### src/rtl/uart_pkt_pkg.sv
// uart_pkt_pkg: shared definitions for the UART packet framer.
//   pkt_state_t        - framer FSM state encoding
//   DEFAULT_SYNC_BYTE  - header byte sent ahead of every payload
package uart_pkt_pkg;

    typedef enum logic [1:0] {
        IDLE      = 2'd0,
        LOAD      = 2'd1,
        WAIT_ACK  = 2'd2,
        WAIT_DONE = 2'd3
    } pkt_state_t;

    localparam logic [7:0] DEFAULT_SYNC_BYTE = 8'hA5;

endpackage

### src/rtl/uart_packet_tx.sv
// uart_packet_tx: frames a WORD_BYTES payload word as a byte stream for an
// external uart_tx_8n1: SYNC_BYTE, payload bytes (order set by LSB_FIRST),
// and, when macro UART_PKT_CHECKSUM_EN is defined, an XOR checksum byte.
//
// Ports:
//   clk       in   clock, rising edge
//   rst       in   synchronous active-high reset
//   in_data   in   payload word, 8*WORD_BYTES bits
//   in_valid  in   payload word offered
//   in_ready  out  block can accept a word (IDLE)
//   tx_byte   out  byte for the UART transmitter
//   tx_start  out  one-cycle start pulse for the UART transmitter
//   tx_busy   in   UART transmitter busy flag
//   busy      out  packet in progress
//   pkt_done  out  one-cycle pulse after the final byte completes
module uart_packet_tx
    import uart_pkt_pkg::*;
#(
    parameter int unsigned WORD_BYTES = 2,
    parameter logic [7:0]  SYNC_BYTE  = DEFAULT_SYNC_BYTE,
    parameter bit          LSB_FIRST  = 1'b1
) (
    input  logic                    clk,
    input  logic                    rst,
    input  logic [8*WORD_BYTES-1:0] in_data,
    input  logic                    in_valid,
    output logic                    in_ready,
    output logic [7:0]              tx_byte,
    output logic                    tx_start,
    input  logic                    tx_busy,
    output logic                    busy,
    output logic                    pkt_done
);

`ifdef UART_PKT_CHECKSUM_EN
    localparam int unsigned FRAME_LEN = WORD_BYTES + 2;
`else
    localparam int unsigned FRAME_LEN = WORD_BYTES + 1;
`endif
    localparam int unsigned      IDX_W    = $clog2(WORD_BYTES + 3);
    localparam logic [IDX_W-1:0] LAST_IDX = IDX_W'(FRAME_LEN - 1);

    pkt_state_t              r_state;
    logic [8*WORD_BYTES-1:0] r_word;
    logic [IDX_W-1:0]        r_idx;
    logic [7:0]              r_tx_byte;
    logic                    r_tx_start;
    logic                    r_pkt_done;

    logic [IDX_W-1:0]        w_next_idx;
    logic [7:0]              w_next_byte;

`ifdef UART_PKT_CHECKSUM_EN
    logic [7:0] w_csum;

    always_comb begin
        w_csum = '0;
        for (int unsigned i = 0; i < WORD_BYTES; i++) begin
            w_csum = w_csum ^ r_word[8*i +: 8];
        end
    end
`endif

    // Byte for the frame position following r_idx; index 0 is SYNC_BYTE,
    // 1..WORD_BYTES are payload, and the checksum (if any) is last.
    always_comb begin
        w_next_idx  = r_idx + 1'b1;
        w_next_byte = '0;
        for (int unsigned i = 0; i < WORD_BYTES; i++) begin
            if (w_next_idx == IDX_W'(i + 1)) begin
                w_next_byte = r_word[8*(LSB_FIRST ? i : WORD_BYTES - 1 - i) +: 8];
            end
        end
`ifdef UART_PKT_CHECKSUM_EN
        if (w_next_idx == LAST_IDX) begin
            w_next_byte = w_csum;
        end
`endif
    end

    // tx_start is registered, so it is set on the edge that enters LOAD and
    // is high during the LOAD cycle. If the transmitter is still draining on
    // entry, LOAD waits and raises tx_start once tx_busy has been seen low.
    always_ff @(posedge clk) begin
        if (rst) begin
            r_state    <= IDLE;
            r_word     <= '0;
            r_idx      <= '0;
            r_tx_byte  <= '0;
            r_tx_start <= 1'b0;
            r_pkt_done <= 1'b0;
        end else begin
            r_tx_start <= 1'b0;
            r_pkt_done <= 1'b0;
            case (r_state)
                IDLE: begin
                    if (in_valid) begin
                        r_word     <= in_data;
                        r_idx      <= '0;
                        r_tx_byte  <= SYNC_BYTE;
                        r_tx_start <= !tx_busy;
                        r_state    <= LOAD;
                    end
                end
                LOAD: begin
                    if (r_tx_start) begin
                        r_state <= WAIT_ACK;
                    end else if (!tx_busy) begin
                        r_tx_start <= 1'b1;
                    end
                end
                WAIT_ACK: begin
                    if (tx_busy) begin
                        r_state <= WAIT_DONE;
                    end
                end
                WAIT_DONE: begin
                    if (!tx_busy) begin
                        if (r_idx == LAST_IDX) begin
                            r_pkt_done <= 1'b1;
                            r_state    <= IDLE;
                        end else begin
                            r_idx      <= w_next_idx;
                            r_tx_byte  <= w_next_byte;
                            r_tx_start <= 1'b1;
                            r_state    <= LOAD;
                        end
                    end
                end
                default: r_state <= IDLE;
            endcase
        end
    end

    assign in_ready = (r_state == IDLE);
    assign busy     = (r_state != IDLE);
    assign tx_byte  = r_tx_byte;
    assign tx_start = r_tx_start;
    assign pkt_done = r_pkt_done;

endmodule

### config.mk
export PLATFORM = sky130hd
export DESIGN_NAME = uart_packet_tx
export DESIGN_NICKNAME = d
export VERILOG_FILES = /design/src/rtl/uart_pkt_pkg.sv /design/src/rtl/uart_packet_tx.sv
export SDC_FILE = /design/constraint.sdc
export NUM_CORES = 1
export LEC_CHECK = 0
export CORE_MARGIN = 1.5
export CORE_UTILIZATION = 53
export DETAILED_ROUTE_END_ITERATION = 7
export HOLD_SLACK_MARGIN = 0.12
export PLACE_DENSITY = 0.83
export SLEW_MARGIN = 20
export SYNTH_ARGS = -nofsm -noshare
export SYNTH_HDL_FRONTEND = slang
export SYNTH_SLANG_ARGS = --single-unit
### constraint.sdc
create_clock -name clk -period 2.9 [get_ports clk]
set_clock_uncertainty 0.1 [all_clocks]
set_input_delay 0.29 -clock clk [delete_from_list [all_inputs] [get_ports clk]]
set_output_delay 0.29 -clock clk [all_outputs]
set_load 0.02 [all_outputs]
### After elaboration in Yosys (flattened, before gate mapping)

Cells that the tools add are included.

* register bits after elaboration: 31
* input port bits: 20
* output and inout port bits: 12

* add/subtract/negate cells: 1
* equality and inequality tests: 11
* multiplexer cells: 23
* bitwise logic cells: 1
* reduce and logical (&&, ||, !) cells: 8

Operators with widths (count)
* 8-bit two-way mux: 5
* 8-bit case mux with 2 select lines: 1
* 2-bit != test, second input constant: 5
* 3-bit two-way mux: 3
* 2-bit two-way mux: 4
* 2-bit case mux with 4 select lines: 1
* 4-bit AND reduction: 2
* 1-bit two-way mux: 7
* 3-bit by 2-bit == test with 1-bit output, second input constant: 2
* 3-bit case mux with 2 select lines: 1
* 2-bit == test, second input constant: 2
* 2-bit nonzero test: 2
* 3-bit by 1-bit adder with 3-bit output, second input constant: 1
* 3-bit by 1-bit == test with 1-bit output, second input constant: 1
* 1-bit case mux with 3 select lines: 1
* 3-bit OR reduction: 1
* 2-bit by 1-bit == test with 1-bit output, second input constant: 1
* 2-bit zero test: 1
* 2-bit AND reduction: 1
* 1-bit zero test: 1
* 1-bit inverter: 1

### Logic depth before layout (Yosys ltp)

Gate-level depths: netlist of run 1.

* depth in word-level cells: 7
* gate-level depth with buffers: 8

### Worst setup path before layout of run 1

OpenSTA, ideal clock, no wires.

* path kind: reg-to-reg
* from: register r_state[1]
* to: register r_state[0]
* library setup time: 87 ps
* data arrival time: 1594 ps
* required time: 2713 ps
* setup slack: 1119 ps
* stages on the path, launching flop included: 8
* path buffers: 1
* clock period less this slack: 1781 ps
* cells stage by stage: dfxtp_1 > inv_1 > ha_1 > buf_2 > nand2b_1 > o2111ai_1 > or3_1 > o31ai_1

* word-level cells in the longest chain between the ends: 3

RTL lines
* from (decl): line uart_packet_tx.sv:43 `pkt_state_t r_state;`
* from (signal assigned): line uart_packet_tx.sv:86 `r_state <= IDLE;`
* from (signal assigned): line uart_packet_tx.sv:102 `r_state <= LOAD;`
* from (signal assigned): line uart_packet_tx.sv:107 `r_state <= WAIT_ACK;`
* 2-bit zero test *
* net in_ready: line uart_packet_tx.sv:27 `output logic in_ready,`
* 2-bit != test (no line)
* 4-bit AND reduction (no line)

Mark *: on every way through the listed nets, which the timed path passes. The rest lies on a longest branch.
A chain may end at the register's enable or synchronous reset.

### Final worst setup path of run 1

* from: register r_state[1]
* to: output port busy

* word-level cells in the longest chain between the ends: 1

RTL lines
* 2-bit nonzero test: line uart_packet_tx.sv:136 `assign busy = (r_state != IDLE);`
* to (decl): line uart_packet_tx.sv:31 `output logic busy,`

No other way between the ends.

==> impl_metrics.py, run 1 <==
metrics = {
    "run_status": {
        "run_status": "completed",
    },
    "global_route": {
        "globalRoute.totalOverflow": 0,
        "grt_antenna_before_repair": 0,
        "gr-usage-all-layers_pct": 21.87,
        "grt_start_max_net_pins": 18,
        "grt_pass1_wl_um": 5299,
        "vias_in_the_first_global_route": 1260,
    },
    "power_and_ir_drop": {
        "vdd_drop_max_v": 0.0005876,
        "leakagePower_nw": 0.6613,
        "pwr-share-seq_pct": 43.1,
        "power.switching_fraction_pct": 37.68,
        "internal_power_mw": 0.7966,
        "switching_power_mw": 0.4818,
        "power.density_cell_area_nw_per_um2": 711.0,
        "power.combinational.fraction_pct": 39.9,
        "power_frac_clock_pct": 17.1,
    },
    "synth": {
        "synth_area_um2": 1446,
        "syn_inst": 181,
        "ys_seq_area_share_pct": 42.91,
        "synth_edf_count": 0,
        "post_synth_num_cell_types": 31,
        "ys_async_sr_fraction_pct": 0,
        "synth_area_per_cell_um2": 7.991,
        "synth_fp_nets": 210,
        "synth_top_area_share_pct": 42.91,
        "synth_flop_cell": "sky130_fd_sc_hd__dfxtp_1",
        "yosys_warnings": 0,
        "ys_top_cells_by_area": "sky130_fd_sc_hd__dfxtp_1 43%, sky130_fd_sc_hd__nand2_1 12%, sky130_fd_sc_hd__a21oi_1 9.7%",
        "synth_register_bits": 31,
        "synth.top_cells.by_count": "46 x sky130_fd_sc_hd__nand2_1, 31 x sky130_fd_sc_hd__dfxtp_1, 28 x sky130_fd_sc_hd__a21oi_1",
        "yosys.cell_count.top_type": "sky130_fd_sc_hd__nand2_1",
        "netlist.top_cell.by_area": "sky130_fd_sc_hd__dfxtp_1",
    },
    "cells_and_area": {
        "fillers": 205,
        "post_route_cells_drive_above_1_share_pct": 4.306,
        "area.growth.synth_to_final_pct": 24.31,
        "post_layout_nonfiller_instances": 239,
        "regArea_um2": 620.6,
        "multiInputGateArea_um2": 754.5,
        "diodes": 0,
        "fin_nets": 239,
        "design_area_um2": 1798,
    },
    "setup_path": {
        "reg2reg_to": "tx_byte[3]",
        "crit_path_max_fanout": 9,
        "reg2reg_slack_ps": 1030,
        "cp-start-kind": "flip-flop",
        "worstPathArrival_ps": 1820,
        "rr_worst_depth": 6,
        "critPathSlowestCell": "sky130_fd_sc_hd__clkdlybuf4s50_1",
        "critical_path.cell_chain": "inv_1 -> ha_1 -> inv_1 -> clkdlybuf4s50_1",
        "worst_ep_required_time_ps": 2510,
        "setup.worst_path.class": "reg -> out",
        "worstReg2RegStart": "r_state[1]",
        "worst_path_largest_cell_delay_ps": 600,
        "crit_path_end_kind": "output port",
        "timing.critical_path.mode_cell": "sky130_fd_sc_hd__inv_1",
    },
    "hold_path": {
        "min_path_cells": 2,
        "hold_class": "reg -> reg",
        "min_from": "r_word[14]",
        "hold-path-endpoint": "r_word[14]",
    },
    "sta": {
        "min_period_ps": 2208,
        "setup_total_negative_slack_ps": 0,
        "timing.slew.headroom_pct": 58.94,
        "report.final.setup_viol": 0,
        "worst_margin_slew_ps": 614.0,
        "maxSlewViolCount": 0,
        "timing.final.crit_share_pct": 76.13,
        "final.setup.worst_slack_ps": 692.4,
        "final_hold_viol_count": 0,
        "unrepaired_setup_endpoints_after_global_routing": "false",
        "fmax_mhz": 453.0,
    },
    "floorplan": {
        "die_width_um": 55.24,
        "initial_core_util_pct": 57.34,
        "die_h_um": 55.24,
        "floorplan.io_pins": 32,
        "design.die.area_um2": 3051,
        "cell_row_count": 18,
        "core_region_area_um2": 2522,
    },
    "clock_tree": {
        "clock_sinks": 31,
        "clk_lat_worst_skew_ps": 330,
        "cts.reportedPaths.clkPinSlew_ps": 90,
        "post_cts_resize_count": 0,
        "cts_max_level": 2,
        "tritoncts_clock_tree": "yes",
        "postCtsHoldBufs": 0,
        "clock_tree.root_cell": "sky130_fd_sc_hd__clkbuf_4",
        "post_cts_buffers": 0,
        "cts_buf_count": 5,
        "clk_path_buf_depth": 2,
    },
    "drt": {
        "drt_first_iter_violations": 32,
        "detail_route.drc_violations": 0,
        "drt_pass1_iterations": 4,
        "num_vias": 1323,
        "via_per_inst": 5.536,
        "routed_wire_length_per_instance_um": 13.31,
        "wl_um": 3181,
        "route.antenna.remaining_nets": 0,
    },
    "placement": {
        "preCtsSetupSlack_ps": 995.1,
        "place_congestion": 0.8078,
        "hpwl_um": 2348,
        "numPortBuffers": 31,
        "placed_cell_area_um2": 1757,
        "placedCellCount": 233,
    },
    "job": {
        "maxCapViolations": 0,
    },
}
[metal layers]
metal  track usage [%]  routed length (um)
met2             37.41                1600
met4             11.85                  42
met3             5.855                 163
met1             24.52                1375
met5                 0                   0
[flip-flops by register name, summed over array words and instances, names as in the netlist]
register  flops
tx_byte       8
r_word       16
r_state       2
pkt_done      1
tx_start      1
r_idx         3
[through the flow]
stage               util, %  hold WS (ps)  power (mW)
CTS                   71.28         359.9       1.289
finish                71.28         359.2       1.278
global placement      69.64         345.3       1.049
floorplan                 -         291.7      0.8981
detailed placement    69.64         347.2       1.070
global route          71.28         377.6       1.368
[cells in the final DEF, fill, tap and decap left out, types with 2 or more instances in the layout]
| master | n |
|---|---|
| sky130_fd_sc_hd__inv_1 | 7 |
| sky130_fd_sc_hd__ha_1 | 9 |
| sky130_fd_sc_hd__nand2b_1 | 3 |
| sky130_fd_sc_hd__clkbuf_4 | 5 |
| sky130_fd_sc_hd__clkdlybuf4s50_1 | 31 |
| sky130_fd_sc_hd__a21oi_1 | 28 |
| sky130_fd_sc_hd__a221oi_1 | 4 |
| sky130_fd_sc_hd__nor2_1 | 4 |
| sky130_fd_sc_hd__o21ai_0 | 12 |
| sky130_fd_sc_hd__nor3_1 | 6 |
| sky130_fd_sc_hd__nand2_1 | 46 |
| sky130_fd_sc_hd__nand3_1 | 4 |
| sky130_fd_sc_hd__dfxtp_1 | 31 |
| sky130_fd_sc_hd__and2_1 | 2 |
[kinds of logic after synthesis]
family	after synthesis	share of synthesized area, %
AOI/OAI and AO/OA	50	19.46
muxes	1	0.6921
xor gates and xnor gates	1	0.6056
DFF	31	42.91
adders and majority gates	9	7.786
buffers and inverters	17	4.931
and+or+nand+nor	72	23.62
[power groups by stage]
stage / Sequential (mW) / Clock (mW) / Combinational, mW
6_report: 0.550 / 0.218 / 0.510
5_1_grt: 0.559 / 0.244 / 0.565
4_1_cts: 0.551 / 0.226 / 0.512
3_5_place_dp: 0.560 / 0 / 0.509
3_3_place_gp: 0.557 / 0 / 0.491
2_1_floorplan: 0.580 / 0 / 0.318
[worst max-delay path: cells and delay by family, from the launching register on]
family                     cells  cell delay [ps]
DFF                            1              430
adders and majority gates      1              280
buffers and inverters          3              780
[area by class of cell]
| cell class | instances | area share (%) |
|---|---|---|
| inverter | 7 | 1.461 |
| sequential | 31 | 34.52 |
| tap | 30 | 2.088 |
| timing repair buffer | 32 | 17.68 |
| clock buffer | 6 | 2.296 |
| multi-input combinational | 133 | 41.96 |
[worst max-delay path by stage]
stage,start,to,slack (ps)
3_3_place_gp,tx_busy,r_state[0],1080
6_report,r_state[1],busy,690
4_1_cts,r_state[1],busy,670
3_5_place_dp,tx_busy,tx_byte[5],1000
2_1_floorplan,r_state[1],r_state[0],1120
5_1_grt,r_state[1],busy,620
Power figures use the tool's default switching activity.
==> run 2: changes to the inputs <==
--- a/config.mk
+++ b/config.mk
@@ -6,10 +6,10 @@
 export NUM_CORES = 1
 export LEC_CHECK = 0
 export CORE_MARGIN = 1.5
-export CORE_UTILIZATION = 53
+export CORE_UTILIZATION = 44
 export DETAILED_ROUTE_END_ITERATION = 7
 export HOLD_SLACK_MARGIN = 0.12
-export PLACE_DENSITY = 0.83
+export PLACE_DENSITY = 0.74
 export SLEW_MARGIN = 20
 export SYNTH_ARGS = -nofsm -noshare
 export SYNTH_HDL_FRONTEND = slang
==> constraint.sdc (replaced) <==
create_clock -name clk -period 1.9 [get_ports clk]
set_clock_uncertainty 0.1 [all_clocks]
set_input_delay 0.19 -clock clk [delete_from_list [all_inputs] [get_ports clk]]
set_output_delay 0.19 -clock clk [all_outputs]
set_load 0.02 [all_outputs]
==> run 2 against run 1 <==
  * Sequential power rose by 53%
  * Clock power rose by 110%
  * Via count barely moved
  * Die area rose by 19%
  * Sequential cell count did not move
  * Largest power group unchanged
==> impl_metrics.py, run 2 (same netlist as run 1, synthesis figures left out) <==
metrics = {
    "job": {
        "maxCapViolations": 0,
    },
    "sta": {
        "timing.slew.headroom_pct": 75.94,
        "worst_margin_slew_ps": 359.6,
        "unrepaired_setup_endpoints_after_global_routing": "true",
        "timing.final.crit_share_pct": 92.27,
        "fmax_mhz": 570.4,
        "setup_total_negative_slack_ps": 0,
        "final_hold_viol_count": 0,
        "maxSlewViolCount": 0,
        "report.final.setup_viol": 0,
        "min_period_ps": 1753,
    },
    "power_and_ir_drop": {
        "power_frac_clock_pct": 21.2,
        "vdd_drop_max_v": 0.0005280,
        "power.switching_fraction_pct": 36.91,
        "power.density_cell_area_nw_per_um2": 1114,
        "pwr-share-seq_pct": 40.0,
        "switching_power_mw": 0.7767,
        "leakagePower_nw": 0.7031,
        "internal_power_mw": 1.328,
        "power.combinational.fraction_pct": 38.8,
    },
    "drt": {
        "detail_route.drc_violations": 0,
        "via_per_inst": 5.085,
        "drt_pass1_iterations": 4,
        "drt_first_iter_violations": 46,
        "num_vias": 1322,
        "wl_um": 3165,
        "route.antenna.remaining_nets": 0,
        "routed_wire_length_per_instance_um": 12.17,
    },
    "floorplan": {
        "floorplan.io_pins": 32,
        "cell_row_count": 20,
        "initial_core_util_pct": 46.99,
        "die_width_um": 60.34,
        "design.die.area_um2": 3640,
        "die_h_um": 60.34,
        "core_region_area_um2": 3078,
    },
    "clock_tree": {
        "cts_max_level": 2,
        "cts_buf_count": 5,
        "clock_tree.root_cell": "sky130_fd_sc_hd__clkbuf_4",
        "postCtsHoldBufs": 0,
        "tritoncts_clock_tree": "yes",
        "post_cts_buffers": 0,
        "cts.reportedPaths.clkPinSlew_ps": 100,
        "clk_path_buf_depth": 2,
        "clk_lat_worst_skew_ps": 330,
        "clock_sinks": 31,
    },
    "placement": {
        "place_congestion": 0.7670,
        "numPortBuffers": 31,
        "hpwl_um": 2396,
    },
    "global_route": {
        "grt_pass1_wl_um": 5506,
        "vias_in_the_first_global_route": 1296,
        "globalRoute.totalOverflow": 0,
        "grt_antenna_before_repair": 0,
        "grt_start_max_net_pins": 19,
        "gr-usage-all-layers_pct": 20.48,
    },
    "cells_and_area": {
        "post_route_cells_drive_above_1_share_pct": 9.259,
        "largest_register_ff_count": 16,
        "most_frequent_cells_in_the_layout": "46 x sky130_fd_sc_hd__nand2_1, 30 x sky130_fd_sc_hd__dfxtp_1, 29 x sky130_fd_sc_hd__clkdlybuf4s50_1",
        "diodes": 0,
        "top_register": "r_word",
        "fillers": 281,
        "area.growth.synth_to_final_pct": 30.62,
        "post-route-util_pct": 61.38,
        "fin_nets": 244,
        "final_common_cell": "sky130_fd_sc_hd__nand2_1",
    },
    "hold_path": {
        "min_from": "in_data[11]",
        "hold_class": "in -> reg",
    },
    "run_status": {
        "run_status": "completed",
    },
    "setup_path": {
        "worstPathArrival_ps": 1870,
        "worstReg2RegStart": "r_state[0]",
        "cp-start-kind": "flip-flop",
        "crit_path_end_kind": "flip-flop",
        "worst_ep_required_time_ps": 2010,
        "startpoint": "r_state[0]",
        "setup.worst_path.class": "reg -> reg",
        "crit_path_max_fanout": 9,
    },
}
-- run 2: layer usage --
metal | up-vias | track usage [%] | share of wire [%]
met5 | - | 0 | 0
met4 | 0 | 9.524 | 1.1
met3 | 4 | 5.117 | 4.2
met2 | 38 | 34.32 | 51
met1 | 595 | 24.70 | 43
li1 | 685 | - | -
-- run 2: worst paths after layout --
kind                                    to  slack [ps]  cells past startpoint
worst max-delay path            tx_byte[7]         150                      6
worst min-delay path            r_word[11]         300                      3
worst max register to register  tx_byte[7]         150                      6
worst min register to register   r_word[7]         360                      2
-- run 2: critical path: stages (launching register included) --
cell                       delay (ps)
sky130_fd_sc_hd__dfxtp_1          370
sky130_fd_sc_hd__inv_1            110
sky130_fd_sc_hd__ha_2             250
sky130_fd_sc_hd__nand2b_1         170
sky130_fd_sc_hd__nand4b_1         250
sky130_fd_sc_hd__a221oi_1         310
sky130_fd_sc_hd__nor3_1            80
-- run 2: area by class of cell --
type | instances | area (um^2) | area share (%)
inverter | 7 | 26.28 | 1.391
sequential | 31 | 621.8 | 32.91
clock buffer | 8 | 68.82 | 3.642
multi-input combinational | 133 | 764.5 | 40.46
tap | 44 | 55.05 | 2.914
timing repair buffer | 37 | 352.8 | 18.68
-- run 2: power by group through the flow --
stage               combinational (mW)  sequential [mW]  clock (mW)
finish                           0.816            0.842       0.447
global route                     0.912            0.860       0.486
CTS                              0.805            0.841       0.451
detailed placement               0.815            0.857           0
global placement                 0.784            0.852           0
floorplan                        0.486            0.885           0
-- run 2: per-stage QoR --
stage / setup WS [ps] / cell area (um^2) / instances / total power, mW / hold slack, ps
floorplan: 119.2 / 1446 / 181 / 1.371 / 191.7
global placement: 188.6 / 1812 / 252 / 1.635 / 347.6
detailed placement: 67.18 / 1812 / 252 / 1.671 / 350.1
CTS: 119.8 / 1881 / 260 / 2.098 / 293.9
global route: -9.689 / 1889 / 260 / 2.258 / 303.2
finish: 146.8 / 1889 / 260 / 2.104 / 304.2
-- run 2: repair_timing --
item                                    4_1_cts  5_1_grt
endpoints found under the setup margin        2        4
hold endpoints to repair                      0        0
gates resized for setup                       3        3
